===== src/rtl/fcpu_pkg.sv =====
// fcpu_pkg: shared types and constants for the fcpu core.
//  - cdb_t        : common data bus beat {rsv_id, data}
//  - CDB_W        : width of one CDB beat
//  - CDB_UNIT_*   : requester index of each functional unit on the CDB arbiter
package fcpu_pkg;

  localparam int RSV_ID_W = 4;
  localparam int DATA_W   = 32;
  localparam int CDB_W    = RSV_ID_W + DATA_W;

  typedef struct packed {
    logic [RSV_ID_W-1:0] rsv_id;
    logic [DATA_W-1:0]   data;
  } cdb_t;

  localparam int CDB_UNIT_ALU = 0;
  localparam int CDB_UNIT_MFU = 1;
  localparam int CDB_UNIT_MMU = 2;

endpackage


===== src/rtl/rr_arbiter.sv =====
// rr_arbiter: purely combinational round-robin grant selection.
//  Parameters: N (number of requesters, >= 2)
//  Ports:
//    req     in  N       request vector
//    ptr     in  IDX_W   highest-priority index for this decision
//    gnt     out N       one-hot grant (all zero when no request)
//    gnt_idx out IDX_W   index of the granted requester (0 when no grant)
//  The search visits ptr, ptr+1, ... wrapping modulo N; the first requester wins.
module rr_arbiter
  import fcpu_pkg::*;
#(
  parameter  int N     = 3,
  localparam int IDX_W = $clog2(N)
) (
  input  logic [N-1:0]     req,
  input  logic [IDX_W-1:0] ptr,
  output logic [N-1:0]     gnt,
  output logic [IDX_W-1:0] gnt_idx
);

  int   cand_s;
  logic found_s;

  // Priority search starting at ptr; a pointer outside 0..N-1 is folded back into range.
  always_comb begin
    gnt     = '0;
    gnt_idx = '0;
    found_s = 1'b0;
    cand_s  = 0;
    for (int k = 0; k < N; k++) begin
      cand_s = int'(ptr) + k;
      if (cand_s >= N) begin
        cand_s = cand_s - N;
      end else begin
        cand_s = cand_s;
      end
      if (cand_s >= N) begin
        cand_s = cand_s - N;
      end else begin
        cand_s = cand_s;
      end
      for (int i = 0; i < N; i++) begin
        if (!found_s && (i == cand_s) && req[i]) begin
          gnt[i]  = 1'b1;
          gnt_idx = IDX_W'(i);
          found_s = 1'b1;
        end else begin
          found_s = found_s;
        end
      end
    end
  end

endmodule


===== src/rtl/cdb_arbiter.sv =====
// cdb_arbiter: round-robin arbiter and register stage for the common data bus.
//  Collects result beats from N_UNITS functional units (0 = alu, 1 = mfu, 2 = mmu),
//  grants at most one per cycle and broadcasts the granted beat one cycle later.
//  Parameters: N_UNITS (>= 2), CDB_W (beat width)
//  Ports:
//    clk          in  1              rising-edge clock
//    nrst         in  1              asynchronous active-low reset
//    req_cdb      in  N_UNITS*CDB_W  per-unit result beat
//    req_valid    in  N_UNITS        per-unit beat valid
//    req_ready    out N_UNITS        per-unit grant, beat consumed this cycle
//    flush        in  1              branch miss: kill grant and broadcast
//    cdb          out CDB_W          broadcast beat
//    cdb_valid    out 1              broadcast valid
//    perf_grants  out N_UNITS*32     per-unit saturating grant counters
//                                    (only when CDB_ARB_PERF_EN is defined)
//  Optional feature macro: CDB_ARB_PERF_EN
module cdb_arbiter
  import fcpu_pkg::*;
#(
  parameter  int N_UNITS = 3,
  parameter  int CDB_W   = fcpu_pkg::CDB_W,
  localparam int PTR_W   = $clog2(N_UNITS)
) (
  input  logic                       clk,
  input  logic                       nrst,
  input  logic [N_UNITS*CDB_W-1:0]   req_cdb,
  input  logic [N_UNITS-1:0]         req_valid,
  output logic [N_UNITS-1:0]         req_ready,
  input  logic                       flush,
  output logic [CDB_W-1:0]           cdb,
  output logic                       cdb_valid
`ifdef CDB_ARB_PERF_EN
  ,
  output logic [N_UNITS*32-1:0]      perf_grants
`endif
);

  logic [PTR_W-1:0]   rr_ptr_r;
  logic [N_UNITS-1:0] gnt_s;
  logic [PTR_W-1:0]   gnt_idx_s;
  logic               grant_any_s;
  logic [CDB_W-1:0]   beat_s;
  logic [CDB_W-1:0]   cdb_r;
  logic               cdb_valid_r;

  rr_arbiter #(.N(N_UNITS)) u_rr_arbiter (
    .req     (req_valid),
    .ptr     (rr_ptr_r),
    .gnt     (gnt_s),
    .gnt_idx (gnt_idx_s)
  );

  // Grant qualification: nothing is consumed while flushing or held in reset.
  always_comb begin
    if (flush || !nrst) begin
      req_ready = '0;
    end else begin
      req_ready = gnt_s;
    end
  end

  // One-hot AND-OR mux of the granted beat.
  always_comb begin
    beat_s = '0;
    for (int i = 0; i < N_UNITS; i++) begin
      if (req_ready[i]) begin
        beat_s = beat_s | req_cdb[i*CDB_W +: CDB_W];
      end else begin
        beat_s = beat_s;
      end
    end
  end

  assign grant_any_s = |req_ready;

  // Broadcast register and round-robin pointer; an idle or flushed cycle drives a zero bus.
  always_ff @(posedge clk or negedge nrst) begin
    if (!nrst) begin
      cdb_r       <= '0;
      cdb_valid_r <= 1'b0;
      rr_ptr_r    <= '0;
    end else if (grant_any_s) begin
      cdb_r       <= beat_s;
      cdb_valid_r <= 1'b1;
      if (gnt_idx_s == PTR_W'(N_UNITS - 1)) begin
        rr_ptr_r <= '0;
      end else begin
        rr_ptr_r <= gnt_idx_s + PTR_W'(1);
      end
    end else begin
      cdb_r       <= '0;
      cdb_valid_r <= 1'b0;
      rr_ptr_r    <= rr_ptr_r;
    end
  end

  // A flush in the cycle after a grant must also squash the beat already on the bus,
  // so the registered broadcast is masked by flush before it leaves the block.
  always_comb begin
    if (flush) begin
      cdb       = '0;
      cdb_valid = 1'b0;
    end else begin
      cdb       = cdb_r;
      cdb_valid = cdb_valid_r;
    end
  end

`ifdef CDB_ARB_PERF_EN
  logic [31:0] perf_cnt_r [N_UNITS];

  // Saturating per-unit transfer counters; cleared only by reset.
  always_ff @(posedge clk or negedge nrst) begin
    if (!nrst) begin
      for (int i = 0; i < N_UNITS; i++) begin
        perf_cnt_r[i] <= 32'd0;
      end
    end else begin
      for (int i = 0; i < N_UNITS; i++) begin
        if (req_valid[i] && req_ready[i] && (perf_cnt_r[i] != 32'hFFFF_FFFF)) begin
          perf_cnt_r[i] <= perf_cnt_r[i] + 32'd1;
        end else begin
          perf_cnt_r[i] <= perf_cnt_r[i];
        end
      end
    end
  end

  // Flatten the counters onto the perf port, unit i at bits [i*32 +: 32].
  always_comb begin
    perf_grants = '0;
    for (int i = 0; i < N_UNITS; i++) begin
      perf_grants[i*32 +: 32] = perf_cnt_r[i];
    end
  end
`endif

endmodule


===== config.mk =====
export PLATFORM = sky130hd
export DESIGN_NAME = cdb_arbiter
export DESIGN_NICKNAME = d
export VERILOG_FILES = /design/src/rtl/fcpu_pkg.sv /design/src/rtl/rr_arbiter.sv /design/src/rtl/cdb_arbiter.sv
export SDC_FILE = /design/constraint.sdc
export NUM_CORES = 1
export LEC_CHECK = 0
export CORE_MARGIN = 4
export CORE_UTILIZATION = 30
export DETAILED_ROUTE_END_ITERATION = 7
export PLACE_DENSITY = 0.71
export REMOVE_ABC_BUFFERS = 1
export SLEW_MARGIN = 20
export SYNTH_ARGS = -nofsm -noshare
export SYNTH_HDL_FRONTEND = slang
export SYNTH_HIERARCHICAL = 1
export SYNTH_SLANG_ARGS = --single-unit

===== constraint.sdc =====
create_clock -name clk -period 2.4 [get_ports clk]
set_input_delay 0.48 -clock clk [delete_from_list [all_inputs] [get_ports clk]]
set_output_delay 0.48 -clock clk [all_outputs]
set_load 0.01 [all_outputs]

==> summary.txt, run 1 <==
Outcome
  – Run status: complete, no violations

Final layout
  – Layout fillers: around 640
  – Register area: slightly below 1000 µm²
  – Layout overhead on the synthesized area: 85.04%
  – Area of the multi-input gates: around 1100 µm²
  – Post-layout instance area: 3948 µm²
  – Share of final-layout standard cells stronger than drive strength 1: 11.90%
  – Antenna cells: 0
  – Number of nets in the final layout: 468
  – Non-Filler Instances: 449

Logic synthesis
  – Leading register cell type out of synthesis: dfrtp_1
  – Number of flops mapped to enable cells by yosys: 0
  – Number of warnings printed during yosys synthesis: 6
  – Fraction of the yosys area taken by sequential cells: a little under half
  – Cell area after synthesis: around 2100 µm²
  – Mean post-synth cell area: around 11 µm²
  – Netlist cell types: 24
  – Gate Count Post-Synth: 195
  – Share of flip-flops with an asynchronous set or reset after synthesis: 100.0%
  – #FFs+latches synth: 39

Floorplan
  – Height of the die: between 90 and 100 µm
  – Area of the die: ~8500 µm²
  – Starting density of the core: a little under a third
  – Horizontal die dimension: around 90 µm
  – Core ar.: between 6000 and 7000 µm²
  – Row count: 30
  – Top Ports: approximately 150

GRT
  – Wire length of the first global-routing pass: between 10 and 15 mm
  – Residual overflow from global routing: 0
  – Number of global-route vias before repair: roughly 2300
  – Maximum number of pins on one net before global-route repair: 40
  – Combined global-route utilization of all metal layers: 16.56%
  – Number of antenna violations at the first check in global routing: 0

Placed design
  – Worst slack at placement: -0.4156 ns
  – Dpl cells: ~440
  – Post-DP Area: roughly 3800 µm²
  – PortBufs: between 150 and 200
  – Routability-driven placement congestion ratio: 0.7621
  – Hpwl dp: 5.446 mm

Detailed routing
  – Iteration-0 DRC Markers: 46
  – Drt first pass iters: 4
  – Detailed-route DRC error count: 0
  – Number of vias per cell after detailed routing: 4.940
  – Via count: around 2200
  – Number of nets with antenna violations after routing: 0
  – Average wire per standard cell: between 15 and 20 µm
  – Total Wirelength: ~7.4 mm

Clocking
  – Post-CTS repair timing setup buffer count: 0
  – CTS max path bufs: 2
  – Worst-Skew Late Latency: 0.28 ns
  – CTS Buf Count: 5
  – Hold_buf cts: 0
  – Clk Tree Root Cell: clkbuf_8
  – CTS tree: done
  – Clock-pin slew of the registers on the worst-case setup and hold paths: roughly 0.07 ns
  – Number of clock sinks: 39
  – H-tree levels: 2

Setup path
  – Count of buffering cells on the critical path with inverters included: 2
  – Data arrival time of the critical path: between 1.5 and 2 ns
  – CP delay by family, top: flip-flops
  – Kind of end point of the critical path: output port
  – Cell breakdown of the critical path: buf_4, ha_2, and2_4, o41ai_4, and2_1, buf_2
  – Type of origin of the critical path: flip-flop
  – CP max-delay cell: dfrtp_1
  – Slowest cell delay on critical path: just under 0.4 ns
  – Worst EP required: between 1.5 and 2 ns
  – Kind of critical path: flip-flop to output port
  – Largest fanout on the critical path: 4

Pwr
  – Static power due to leakage: 1.841 nW
  – Power per unit of standard cell area: ~630 nW/µm²
  – Maximum vdd drop: approximately 0.23 mV

Timing
  – Worst slew slack as a fraction of its limit: 64.39%
  – Transition time at the pin with the least slew margin: between 0.5 and 0.6 ns
  – Number of pins exceeding their max-slew limit in the final report: 0
  – Post-route worst setup slack: around 0.10 ns
  – Final worst path period share: 95.64%
  – Setup-failing EPs final: 0
  – Number of failing hold endpoints at the final stage: 0
  – Skew final: between 0.004 and 0.005 ns
  – Final period demand of the worst path: 2.295 ns
  – Setup Total Neg Slack: 0 ns
  – RSZ-0062 raised after global routing: false
  – Highest attainable clock frequency: ~440 MHz

Min path
  – Tightest Hold Check Type: input pin to asynchronous set/reset pin

Run
  – Max-cap violations: 0
[final cells by class]
| class | count | area share [%] |
|---|---|---|
| clock buffer | 8 | 2.536 |
| inverter | 4 | 0.3803 |
| multi-input combinational | 132 | 27.00 |
| sequential | 39 | 24.72 |
| tap | 96 | 3.043 |
| timing repair buffer | 170 | 42.31 |
[registers in the layout (all words and copies together) (netlist names)]
signal,cells
cdb_r,36
cdb_valid_r,1
rr_ptr_r,2
[worst reg2reg max path: stages (launching register included)]
cell	delay (ns)
dfrtp_1	0.39
buf_4	0.14
ha_2	0.20
and2_4	0.15
o41ai_4	0.34
buf_6	0.30
o31a_1	0.27
mux2_2	0.35
[final timing paths]
path	endpoint	cells after the start	slack, ns	start
min reg2reg	rr_ptr_r[1]	1	0.60	rr_ptr_r[1]
max reg2reg	rr_ptr_r[0]	7	0.15	rr_ptr_r[0]
min in group clk	rr_ptr_r[1]	1	0.60	rr_ptr_r[1]
min	cdb_r[3]	2	0.27	nrst
max in group asynchronous	rr_ptr_r[0]	2	1.77	nrst
max	req_ready[0]	6	0.10	rr_ptr_r[0]
[logic make-up (layout without fill, tap and decap cells)]
family / Yosys count / after routing / share of synthesized area (%)
fa+ha+maj: 2 / 2 / 1.173
flops: 39 / 39 / 45.75
mux: 2 / 2 / 1.056
buf+inv: 24 / 182 / 6.627
compound gates: 43 / 43 / 20.24
simple gates: 85 / 85 / 25.16
[metal layers]
layer,global-route usage [%],routed length [µm],vias to the layer above
met5,0,0,-
met4,4.579,70,0
met3,5.686,729,6
met2,30.69,3804,110
met1,17.70,2825,1061
li1,-,-,1041
[power by group]
part / switching (mW) / internal [mW]
logic: 0.508 / 0.658
registers: 0.0378 / 0.792
clock network: 0.213 / 0.262
[Yosys cell counts, types with 3 or more instances]
master | n | area (µm²)
dfrtp_1 | 39 | 975.9
a221o_1 | 36 | 360.4
and3_1 | 36 | 225.2
nor2b_1 | 32 | 200.2
clkbuf_1 | 11 | 41.29
and2b_1 | 6 | 45.04
buf_6 | 6 | 67.56
and2_1 | 4 | 25.02
inv_1 | 3 | 11.26
nor2_1 | 3 | 11.26
[per-stage QoR]
step	power [mW]	hold slack (ns)	utilization, %
final	2.471	0.2749	57.47
after CTS	2.485	0.2908	57.25
after floorplan	1.336	0.1844	-
after detailed placement	1.948	0.5357	55.39
after global routing	2.629	0.3084	57.47
after global placement	1.927	0.5299	55.39
[timing repair]
item / CTS / global route
resized for setup: 20 / 6
pin swaps: 2 / 2
endpoints found under the setup margin: 31 / 4
[layout by cell type, fill, tap and decap left out, types with 2 or more instances in the layout]
cell,count
buf_6,4
mux2_2,2
inv_2,2
dlymetal6s2s_1,2
and2_1,3
dfrtp_1,39
and2b_1,6
and2_4,2
nor2_1,3
a221o_1,36
buf_2,4
clkbuf_8,7
clkdlybuf4s50_1,146
nor2b_1,32
buf_4,12
and3_1,36
o41ai_4,2
inv_1,2
No activity file was read; power rests on OpenSTA's default activity.
==> run 2, diff against run 1 <==
--- a/config.mk
+++ b/config.mk
@@ -8,7 +8,7 @@
 export CORE_MARGIN = 4
 export CORE_UTILIZATION = 30
 export DETAILED_ROUTE_END_ITERATION = 7
-export PLACE_DENSITY = 0.71
+export PLACE_DENSITY_LB_ADDON = 0.2
 export REMOVE_ABC_BUFFERS = 1
 export SLEW_MARGIN = 20
 export SYNTH_ARGS = -nofsm -noshare
==> run 2 against run 1 <==
Routed wire length decreased by 1.2%. Hold slack got worse by 0.015 ns. Critical endpoint is now req_ready[2]. Register-to-register slack improved by 0.02 ns. Highest routed layer unchanged. Largest cell class unchanged. Power decreased by 5.3%. Critical path type is now input pin to output port. Via count decreased by 1.6%.
==> summary.txt, run 2 (synthesis gave the netlist of run 1 again) <==
Setup path
  – Critical path destination: req_ready[2]
  – CP startpoint: req_valid[2]
  – Kind of critical path: input pin to output port
  – Worst EP required: 1.92 ns
  – End of the worst register-to-register path: rr_ptr_r[0]
  – Type of origin of the critical path: input pin
  – Kind of end point of the critical path: output port
  – Worst Reg2Reg Path Length in Cells: 7
  – Data arrival time of the critical path: roughly 1.9 ns
  – Crit Reg-Reg Startpoint: rr_ptr_r[1]
  – Worst setup slack for register-to-register paths: 0.17 ns
  – Largest fanout on the critical path: 2

Floorplan
  – Top Ports: between 150 and 200
  – Horizontal die dimension: around 92 µm
  – Starting density of the core: 31.06%
  – Core ar.: a little under 7000 µm²
  – Area of the die: 8524 µm²
  – Row count: 30
  – Height of the die: ~90 µm

Pwr
  – Static power due to leakage: 1.950 nW
  – Maximum vdd drop: ~0.65 mV
  – Power per unit of standard cell area: between 500 and 600 nW/µm²

Run
  – Max-cap violations: 0

Timing
  – Setup Total Neg Slack: 0 ns
  – Number of failing hold endpoints at the final stage: 0
  – Final period demand of the worst path: between 2 and 2.5 ns
  – Skew final: ~0.0038 ns
  – Post-route worst setup slack: just over 0.06 ns
  – RSZ-0062 raised after global routing: true
  – Final worst path period share: ~97%
  – Transition time at the pin with the least slew margin: 0.5087 ns
  – Highest attainable clock frequency: 427.5 MHz
  – Worst slew slack as a fraction of its limit: 66.08%
  – Setup-failing EPs final: 0
  – Number of pins exceeding their max-slew limit in the final report: 0

Placed design
  – PortBufs: roughly 150
  – Routability-driven placement congestion ratio: roughly 0.73
  – Worst slack at placement: -0.3220 ns
  – Hpwl dp: approximately 5.5 mm

Final layout
  – Registers with the most flip-flops: cdb_r x36, rr_ptr_r x2, cdb_valid_r x1
  – Number of nets in the final layout: 468
  – Layout overhead on the synthesized area: 83.34%
  – Register bank with the most flops: cdb_r
  – Utilization of the core after routing: 56.94%
  – Most frequent standard cell in the layout excluding fill and tap cells: clkdlybuf4s50_1
  – Share of final-layout standard cells stronger than drive strength 1: a little under an eighth
  – Flip-flop count of the largest register, all copies and words added: 36
  – Top library cells by usage in the layout, fill and taps aside: clkdlybuf4s50_1 (120), dfrtp_1 (39), and3_1 (36), a221o_1 (36), nor2b_1 (32)
  – Antenna cells: 0

GRT
  – Number of antenna violations at the first check in global routing: 0
  – Residual overflow from global routing: 0
  – Wire length of the first global-routing pass: around 11 mm
  – Combined global-route utilization of all metal layers: approximately 17%
  – Maximum number of pins on one net before global-route repair: 40
  – Number of global-route vias before repair: approximately 2200

Detailed routing
  – Drt first pass iters: 4
  – Detailed-route DRC error count: 0
  – Via count: approximately 2200
  – Iteration-0 DRC Markers: 80
  – Average wire per standard cell: 16.39 µm
  – Total Wirelength: ~7.3 mm
  – Number of nets with antenna violations after routing: 0
  – Number of vias per cell after detailed routing: approximately 5

Clocking
  – CTS tree: done
  – Clock-pin slew of the registers on the worst-case setup and hold paths: 0.07 ns
  – Worst-Skew Late Latency: about 0.28 ns
  – Number of clock sinks: 39
  – Post-CTS repair timing setup buffer count: 0
  – Hold_buf cts: 0
  – CTS max path bufs: 2
  – H-tree levels: 2
  – CTS Buf Count: 5
  – Clk Tree Root Cell: clkbuf_8

Outcome
  – Run status: complete, no violations

Min path
  – Tightest Hold Check Type: input pin to asynchronous set/reset pin
-- run 2: worst min path at each step --
stage                 from     endpoint  slack [ns]  depth (start not counted)
6_report              nrst     cdb_r[9]        0.26                          2
5_1_grt               nrst     cdb_r[9]        0.31                          2
4_1_cts               nrst     cdb_r[9]        0.27                          2
3_5_place_dp   rr_ptr_r[0]  rr_ptr_r[0]        0.54                          1
3_3_place_gp   rr_ptr_r[0]  rr_ptr_r[0]        0.53                          1
2_1_floorplan         nrst     cdb_r[0]        0.18                          0
-- run 2: area by class of cell --
type	count	area, µm²
fill	626	2958
timing repair buffer	170	1660
multi-input combinational	132	1052
sequential	39	975.9
tap	96	120.1
clock buffer	6	82.58
inverter	4	15.01
clock inverter	1	5.005
-- run 2: metal layers --
layer	GRT usage [%]	part of all wire [%]	routed length [µm]	vias up
met5	0	0	0	-
met4	4.950	1.4	103	0
met3	5.849	8.6	629	7
met2	30.33	52	3830	85
li1	-	-	-	1040
met1	19.06	38	2777	1051
-- run 2: power by group --
group	switching (mW)	leakage (nW)	total (mW)	internal, mW
logic	0.470	1.38	1.06	0.593
clock network	0.219	0.0470	0.445	0.225
registers	0.0401	0.526	0.832	0.792
-- run 2: critical path, stage by stage --
cell             delay, ns
clkdlybuf4s50_1       0.50
inv_2                 0.05
o41ai_2               0.32
buf_4                 0.15
and2_4                0.13
clkdlybuf4s15_2       0.23
-- run 2: repair_timing --
| action | CTS | global route |
|---|---|---|
| gates cloned | 0 | 0 |
| setup endpoints to repair | 31 | 11 |
| pin swaps | 2 | 2 |
| resized for setup | 38 | 6 |
-- run 2: stage by stage --
| stage | instances | power, mW | instance area [µm²] | hold slack, ns |
|---|---|---|---|---|
| finish | 448 | 2.340 | 3911 | 0.2601 |
| CTS | 448 | 2.368 | 3895 | 0.2728 |
| detailed placement | 441 | 1.931 | 3830 | 0.5411 |
| global placement | 441 | 1.909 | 3830 | 0.5289 |
| global route | 448 | 2.507 | 3911 | 0.3096 |
| floorplan | 175 | 1.336 | 2007 | 0.1844 |
==> run 3, diff against run 2 <==
--- a/config.mk
+++ b/config.mk
@@ -8,8 +8,9 @@
 export CORE_MARGIN = 4
 export CORE_UTILIZATION = 30
 export DETAILED_ROUTE_END_ITERATION = 7
-export PLACE_DENSITY_LB_ADDON = 0.2
+export PLACE_DENSITY = 0.74
 export REMOVE_ABC_BUFFERS = 1
+export SETUP_SLACK_MARGIN = 0.02
 export SLEW_MARGIN = 20
 export SYNTH_ARGS = -nofsm -noshare
 export SYNTH_HDL_FRONTEND = slang
==> run 3 against run 2 <==
Sequential power is essentially flat. Setup slack better by 0.025 ns. Combinational power up 11%. Cell area is 1.5% higher.
==> summary.txt, run 3 (synthesis gave the netlist of run 1 again) <==
Timing
  – Skew final: about 0.0033 ns
  – Highest attainable clock frequency: ~430 MHz
  – Transition time at the pin with the least slew margin: around 0.5 ns
  – RSZ-0062 raised after global routing: true
  – Number of failing hold endpoints at the final stage: 0
  – Number of pins exceeding their max-slew limit in the final report: 0
  – Setup-failing EPs final: 0
  – Worst slew slack as a fraction of its limit: approximately two thirds
  – Final period demand of the worst path: 2.314 ns
  – Final worst path period share: between 90 and 100%

Floorplan
  – Row count: 30
  – Horizontal die dimension: just over 90 µm
  – Height of the die: around 92 µm
  – Top Ports: around 150
  – Starting density of the core: a little under a third
  – Core ar.: ~7000 µm²
  – Area of the die: approximately 8500 µm²

Clocking
  – Number of clock sinks: 39
  – Worst-Skew Late Latency: ~0.29 ns
  – Clock-pin slew of the registers on the worst-case setup and hold paths: approximately 0.08 ns
  – Hold_buf cts: 0
  – Clk Tree Root Cell: clkbuf_8
  – H-tree levels: 2
  – CTS tree: done
  – CTS Buf Count: 5
  – CTS max path bufs: 2

Final layout
  – Non-Filler Instances: ~450
  – Top library cells by usage in the layout, fill and taps aside: clkdlybuf4s50_1 (147), dfrtp_1 (39), and3_1 (36), a221o_1 (36), nor2b_1 (32)
  – Register bank with the most flops: cdb_r
  – Registers with the most flip-flops: cdb_r x36, rr_ptr_r x2, cdb_valid_r x1
  – Flip-flop count of the largest register, all copies and words added: 36
  – Most frequent standard cell in the layout excluding fill and tap cells: clkdlybuf4s50_1
  – Layout overhead on the synthesized area: 86.04%
  – Number of nets in the final layout: 467
  – Utilization of the core after routing: ~58%
  – Antenna cells: 0
  – Share of final-layout standard cells stronger than drive strength 1: about an eighth

Pwr
  – Power share of the sequential group: a little under a third
  – Fraction of power consumed by the clock network: between 20% and 30%
  – Maximum vdd drop: 0.3162 mV
  – Combinational power share: 44.4%
  – Power per unit of standard cell area: 669.4 nW/µm²
  – Switching fraction of total power: between 20% and 30%
  – Internal power: 1.881 mW
  – Switching power: slightly below 0.8 mW
  – Static power due to leakage: between 1.5 and 2 nW

GRT
  – Combined global-route utilization of all metal layers: 17.21%
  – Residual overflow from global routing: 0
  – Number of antenna violations at the first check in global routing: 0
  – Wire length of the first global-routing pass: 11.64 mm
  – Maximum number of pins on one net before global-route repair: 40
  – Number of global-route vias before repair: roughly 2300

Detailed routing
  – Iteration-0 DRC Markers: between 70 and 80
  – Average wire per standard cell: roughly 16 µm
  – Via count: approximately 2200
  – Wl on met1: around 2.7 mm
  – Met2 routed WL: between 3 and 4 mm
  – Number of nets with antenna violations after routing: 0
  – Detailed-route DRC error count: 0
  – Wire length on met3: ~690 µm
  – Drt first pass iters: 4
  – Topmost layer with routed signal wires: met4
  – Total Wirelength: 7.265 mm
  – Number of vias per cell after detailed routing: slightly below 5

Setup path
  – Type of origin of the critical path: flip-flop
  – Worst setup slack for register-to-register paths: between 0.08 and 0.09 ns
  – Kind of critical path: flip-flop to output port
  – Largest fanout on the critical path: 4
  – Crit Reg-Reg Startpoint: rr_ptr_r[0]
  – CP startpoint: rr_ptr_r[0]
  – Worst EP required: about 1.9 ns
  – Kind of end point of the critical path: output port
  – Data arrival time of the critical path: around 1.8 ns

Placed design
  – Dpl cells: between 400 and 500
  – Routability-driven placement congestion ratio: slightly below 0.9
  – PortBufs: roughly 150
  – Hpwl dp: roughly 5.5 mm

Run
  – Max-cap violations: 0

Min path
  – Tightest Hold Check Type: input pin to asynchronous set/reset pin

Outcome
  – Run status: complete, no violations
## run 3: repair_timing
action / in CTS / in global routing
gates resized for setup: 19 / 6
setup endpoints to repair: 21 / 5
pin swaps: 3 / 4
buffers inserted: 0 / 3
## run 3: routing by layer
metal  vias to the layer above  track usage (%)
met5                         -                0
met4                         0            5.693
met3                        12            5.605
met2                       103            30.51
met1                      1028            19.39
li1                       1037                -
## run 3: cell type report
cell class	instances	area [µm²]
tap	96	120.1
fill	638	2900
sequential	39	975.9
inverter	4	15.01
multi-input combinational	132	1081
timing repair buffer	169	1644
clock buffer	6	72.57
clock inverter	2	60.06
## run 3: path summary, 6_finish.rpt
| path | end | depth (start not counted) |
|---|---|---|
| min in group clk | rr_ptr_r[0] | 1 |
| max in group asynchronous | cdb_valid_r | 2 |
| worst max-delay path | req_ready[0] | 6 |
| worst min-delay path | cdb_r[21] | 2 |
| worst max register to register | rr_ptr_r[0] | 7 |
| worst min register to register | rr_ptr_r[0] | 1 |
## run 3: power groups by stage
stage,registers [mW],logic [mW],clock network (mW)
6_report,0.833,1.18,0.644
2_1_floorplan,0.829,0.507,0
3_5_place_dp,0.844,1.08,0
5_1_grt,0.850,1.29,0.703
3_3_place_gp,0.835,1.05,0
4_1_cts,0.836,1.13,0.664
## run 3: critical path: stages, from the launching register on
cell and delay [ns]:
dfrtp_1 0.41, buf_4 0.16, ha_4 0.17, and2_4 0.15, o41ai_4 0.33, and2_4 0.21, buf_4 0.12
## run 3: per-stage QoR
step | cell area, µm² | hold slack [ns] | setup slack (ns) | power [mW] | TNS [ns]
3_5_place_dp | 3775 | 0.5394 | -0.4800 | 1.924 | -6.663
3_3_place_gp | 3775 | 0.5242 | -0.4299 | 1.881 | -4.385
2_1_floorplan | 2007 | 0.1844 | -0.2561 | 1.336 | -0.7188
5_1_grt | 3969 | 0.3102 | -0.001813 | 2.840 | -0.003580
4_1_cts | 3941 | 0.2792 | -0.02353 | 2.631 | -0.02353
6_report | 3969 | 0.2671 | 0.08591 | 2.657 | 0
